===== src/rtl/us_alarm_pkg.sv =====
// us_alarm_pkg: command opcodes and FSM state encoding for the microsecond alarm
package us_alarm_pkg;
    typedef enum logic [1:0] {
        OP_NOP     = 2'd0,
        OP_ARM_ABS = 2'd1,
        OP_ARM_REL = 2'd2,
        OP_CANCEL  = 2'd3
    } op_e;
    typedef enum logic [1:0] {
        ST_IDLE   = 2'd0,
        ST_ARMED  = 2'd1,
        ST_RELOAD = 2'd2
    } state_e;
endpackage


===== src/rtl/us_expired.sv =====
// us_expired: wrap-aware compare, expired when (now - deadline) is non-negative mod 2**W
module us_expired #(
    parameter int W = 32
) (
    input  logic [W-1:0] now,
    input  logic [W-1:0] deadline,
    output logic         expired
);
    assign expired = $signed(now - deadline) >= 0;
endmodule


===== src/rtl/us_alarm.sv =====
// us_alarm: programmable one-shot/periodic microsecond alarm with missed-period catch-up
module us_alarm
    import us_alarm_pkg::*;
#(
    parameter int W      = 32,
    parameter int MISS_W = 8
) (
    input  logic              clk,
    input  logic              rst_n,
    input  logic [W-1:0]      now_us,
    input  logic              cmd_valid,
    output logic              cmd_ready,
    input  logic [1:0]        cmd_op,
    input  logic [W-1:0]      cmd_time,
    input  logic [W-1:0]      cmd_period,
    output logic              fire,
    output logic              armed,
    output logic [W-1:0]      deadline,
    output logic [MISS_W-1:0] missed
);
    state_e             state, state_n;
    logic [W-1:0]       deadline_n, period, period_n;
    logic [MISS_W-1:0]  missed_n;
    logic               fire_n, expired, accept, arm, cancel;

    us_expired #(.W(W)) u_expired (
        .now      (now_us),
        .deadline (deadline),
        .expired  (expired)
    );

    assign cmd_ready = state != ST_RELOAD;
    assign armed     = state != ST_IDLE;
    assign accept    = cmd_valid && cmd_ready;
    assign arm       = accept && (cmd_op == OP_ARM_ABS || cmd_op == OP_ARM_REL);
    assign cancel    = accept && cmd_op == OP_CANCEL;

    // An accepted command always takes priority over a coincident expiry
    always_comb begin
        state_n    = state;
        deadline_n = deadline;
        period_n   = period;
        missed_n   = missed;
        fire_n     = 1'b0;
        if (arm) begin
            deadline_n = (cmd_op == OP_ARM_REL) ? now_us + cmd_time : cmd_time;
            period_n   = cmd_period;
            missed_n   = '0;
            state_n    = ST_ARMED;
        end else if (cancel) begin
            state_n = ST_IDLE;
        end else if (state == ST_ARMED && expired) begin
            fire_n     = 1'b1;
            deadline_n = deadline + period;
            state_n    = (period == '0) ? ST_IDLE : ST_RELOAD;
        end else if (state == ST_RELOAD) begin
            deadline_n = expired ? deadline + period : deadline;
            missed_n   = (expired && !(&missed)) ? missed + 1'b1 : missed;
            state_n    = expired ? ST_RELOAD : ST_ARMED;
        end
    end

    always_ff @(posedge clk or negedge rst_n) begin
        if (!rst_n) begin
            state    <= ST_IDLE;
            deadline <= '0;
            period   <= '0;
            missed   <= '0;
            fire     <= 1'b0;
        end else begin
            state    <= state_n;
            deadline <= deadline_n;
            period   <= period_n;
            missed   <= missed_n;
            fire     <= fire_n;
        end
    end
endmodule


===== config.mk =====
export PLATFORM = sky130hd
export DESIGN_NAME = us_alarm
export DESIGN_NICKNAME = d
export VERILOG_FILES = /design/src/rtl/us_alarm_pkg.sv /design/src/rtl/us_expired.sv /design/src/rtl/us_alarm.sv
export SDC_FILE = /design/constraint.sdc
export NUM_CORES = 1
export LEC_CHECK = 0
export CAP_MARGIN = 0
export CORE_ASPECT_RATIO = 0.9
export CORE_MARGIN = 10
export CORE_UTILIZATION = 40
export CTS_BUF_LIST = sky130_fd_sc_hd__clkbuf_4 sky130_fd_sc_hd__clkbuf_8
export DETAILED_ROUTE_END_ITERATION = 16
export GPL_TIMING_DRIVEN = 1
export HOLD_SLACK_MARGIN = 0.08
export PLACE_DENSITY = 0.61
export SKIP_CTS_REPAIR_TIMING = 1
export SLEW_MARGIN = 40
export SYNTH_ARGS = -nofsm -noshare
export SYNTH_HDL_FRONTEND = slang
export SYNTH_SLANG_ARGS = --single-unit
export TNS_END_PERCENT = 1

===== constraint.sdc =====
create_clock -name clk -period 8.45 [get_ports clk]
set_input_delay 1.2675 -clock clk [delete_from_list [all_inputs] [get_ports clk]]
set_output_delay 1.2675 -clock clk [all_outputs]
set_load 0.005 [all_outputs]

==> summary.txt <==
Setup path
  – CP startpoint kind: primary input
  – Required @ worst endpoint: 8690 ps
  – Crit Path Class: in2reg
  – Critical Path End Type: flip-flop
  – Crit-path max FO: 37
  – CP arrival: around 4700 ps

GRT
  – Largest net degree at the start of global routing: 76
  – Tot GR Track Use: between 10% and 20%
  – Vias in the first global route: 7034
  – First-pass GRT wire length: between 30 and 40 mm
  – Congestion Overflow GR: 0
  – Number of antenna violations at the first check in global routing: 0

Yosys
  – Area fraction of the dominant cell type after synthesis: approximately a quarter
  – Dominant synthesized flop cell: dfrtp_1
  – Seq cells post-synth: 75
  – Cells after Synth: 982
  – Synth unique cells: 65
  – Ranking of synthesized cells by area: dfrtp_1 (24%), ha_1 (16%), nand2_1 (8.0%), a21oi_1 (6.6%), o21ai_0 (4.0%)
  – FFs w/ async S/R, synth: 100%
  – Mapped Area: 7670 sq um
  – Top-count cell post-synth: nand2_1
  – Sequential area share after synthesis: between 20% and 30%
  – Top cells by count, synth: nand2_1 (163), a21oi_1 (101), ha_1 (96)
  – Syn_area_per_cell: 7.81 sq um
  – Syn_nets: approximately 1200
  – Yosys warns: 0
  – Post-synth EDFFs: 0
  – Cell taking the most area after synthesis: dfrtp_1

Timing
  – Slew headroom: 51.8%
  – Layout Skew: 14.3 ps
  – Hold Violations, Final: 0
  – Fin crit share: 52.7%
  – Pins Over Slew Limit: 0
  – RSZ-0062 raised after global routing: no
  – Max frequency: 0.224 GHz
  – TNS Setup: 0 ps
  – Post-route minimum period: 4460 ps
  – Worst-Margin Slew: 722 ps
  – # setup viols final: 0

Route
  – Via/cell ratio: 5.53
  – Drt wl/cell: 18.2 microns
  – DRT iter0 DRCs: 527
  – Drt drc: 0
  – Vias: 7499
  – Pre-Repair DR Iteration Count: 4
  – Post-Route WL: about 25 mm
  – Final ANT Viol Nets: 0

Floorplan
  – Row count: 47
  – Die ar.: between 20000 and 30000 sq um
  – Height of the die: 151 microns
  – Die width: 166 microns
  – I/O Pins: 144
  – Core Region: 18600 sq um
  – Starting Density: 41.2%

CTS
  – Clk slew on worst S/H paths: 80 ps
  – CTS max path bufs: 2
  – Cts bufs inserted: 9
  – Worst skew pair latency: around 360 ps
  – # clock sinks: 75
  – CTS root buf: clkbuf_8
  – TritonCTS clock tree: built
  – H-tree levels: 3

Status
  – Outcome: complete, no violations

Hold path
  – Hold Path Class: reg2reg

Power
  – Maximum vdd drop: 0.137 mV
  – Total power: 3.09 mW
  – Pwr/cell area: around 320 nW/um^2
  – Pleak: 4.32 nW

Finish
  – Final #Nets: ~1300
  – Area growth, synth to finish: 24.2%
  – Footprint of the multi-input gates: roughly 5400 sq um
  – Inserted Diodes: 0
  – Filler Cell Count: 1851
  – Register area: 1880 sq um
  – Share of cells above drive strength 1: 4.23%
  – Final core area utilization: 51.1%

Flow run
  – Max-Cap Viols: 0

Place
  – Gpl congestion: 0.915
  – DP HPWL: 19.7 mm
  – I/O Buffers: about 140
## per-layer routing
| layer | wire [microns] | global-route usage (%) |
|---|---|---|
| met1 | 13100 | 28.9 |
| met2 | 9650 | 26.1 |
| met3 | 1700 | 3.94 |
| met4 | 244 | 4.07 |
| met5 | 0 | 0 |
## flip-flops by register name (all words and copies together), names as in the netlist
name and flops:
missed 8, period 32, fire 1, deadline 32, state 2
## cell usage in the layout, fill, tap and decap left out, types with 23 or more instances in the layout
master / n
xor2_1: 23
xnor2_1: 30
ha_1: 95
a21oi_1: 101
nor2_1: 59
inv_1: 52
o21ai_0: 61
dfrtp_1: 75
a21o_1: 24
nand2_1: 163
clkdlybuf4s50_1: 142
## worst max-delay path, cell delays in order
cell	delay [ps]
clkdlybuf4s50_1	440
ha_1	330
nand4_1	130
or2_0	270
a2111oi_1	450
o21ai_0	180
a211oi_2	600
or2_1	190
buf_4	390
nor2_1	90
a211oi_1	260
a21oi_1	80
## final cells by class
class                   instances  share of cell area (%)
repair buffers                149                    15.7
flip-flops and latches         75                    19.7
clock buffers                  11                    1.52
multi-input cells             818                    57.1
well taps                     245                    3.22
inverters                      53                    2.09
clock inverters                 5                   0.631
## worst paths after layout
kind                               from           end  slack, ps  cells after the start
max                          now_us[14]  deadline[27]       3990                     12
min                           period[3]     period[3]        520                      2
max reg2reg                deadline[11]  deadline[27]       4800                     12
min reg2reg                   period[3]     period[3]        520                      2
max in group asynchronous         rst_n  deadline[20]       7000                      1
min in group asynchronous         rst_n     period[0]        930                      1
## through the flow
step	cell area, sq um	instances	worst slack [ps]	hold WS, ps
final	9530	1356	3990	520
after global placement	9290	1339	3740	492
after detailed placement	9320	1340	3650	505
after floorplan	7670	982	4800	472
after global routing	9530	1356	3710	546
after CTS	9530	1356	4030	523
## cell families after synthesis
family	share of synthesized area [%]
simple gates	20.7
compound gates	25.5
fa+ha+maj	16.2
buf+inv	4.75
flops	24.5
xor+xnor	6.05
mux	2.40
## power by group
part	internal, mW	switching (mW)
clock	0.149	0.143
sequential	0.506	0.203
combinational	0.942	1.15
total	1.60	1.49
No activity file was read; power rests on OpenSTA's default activity.
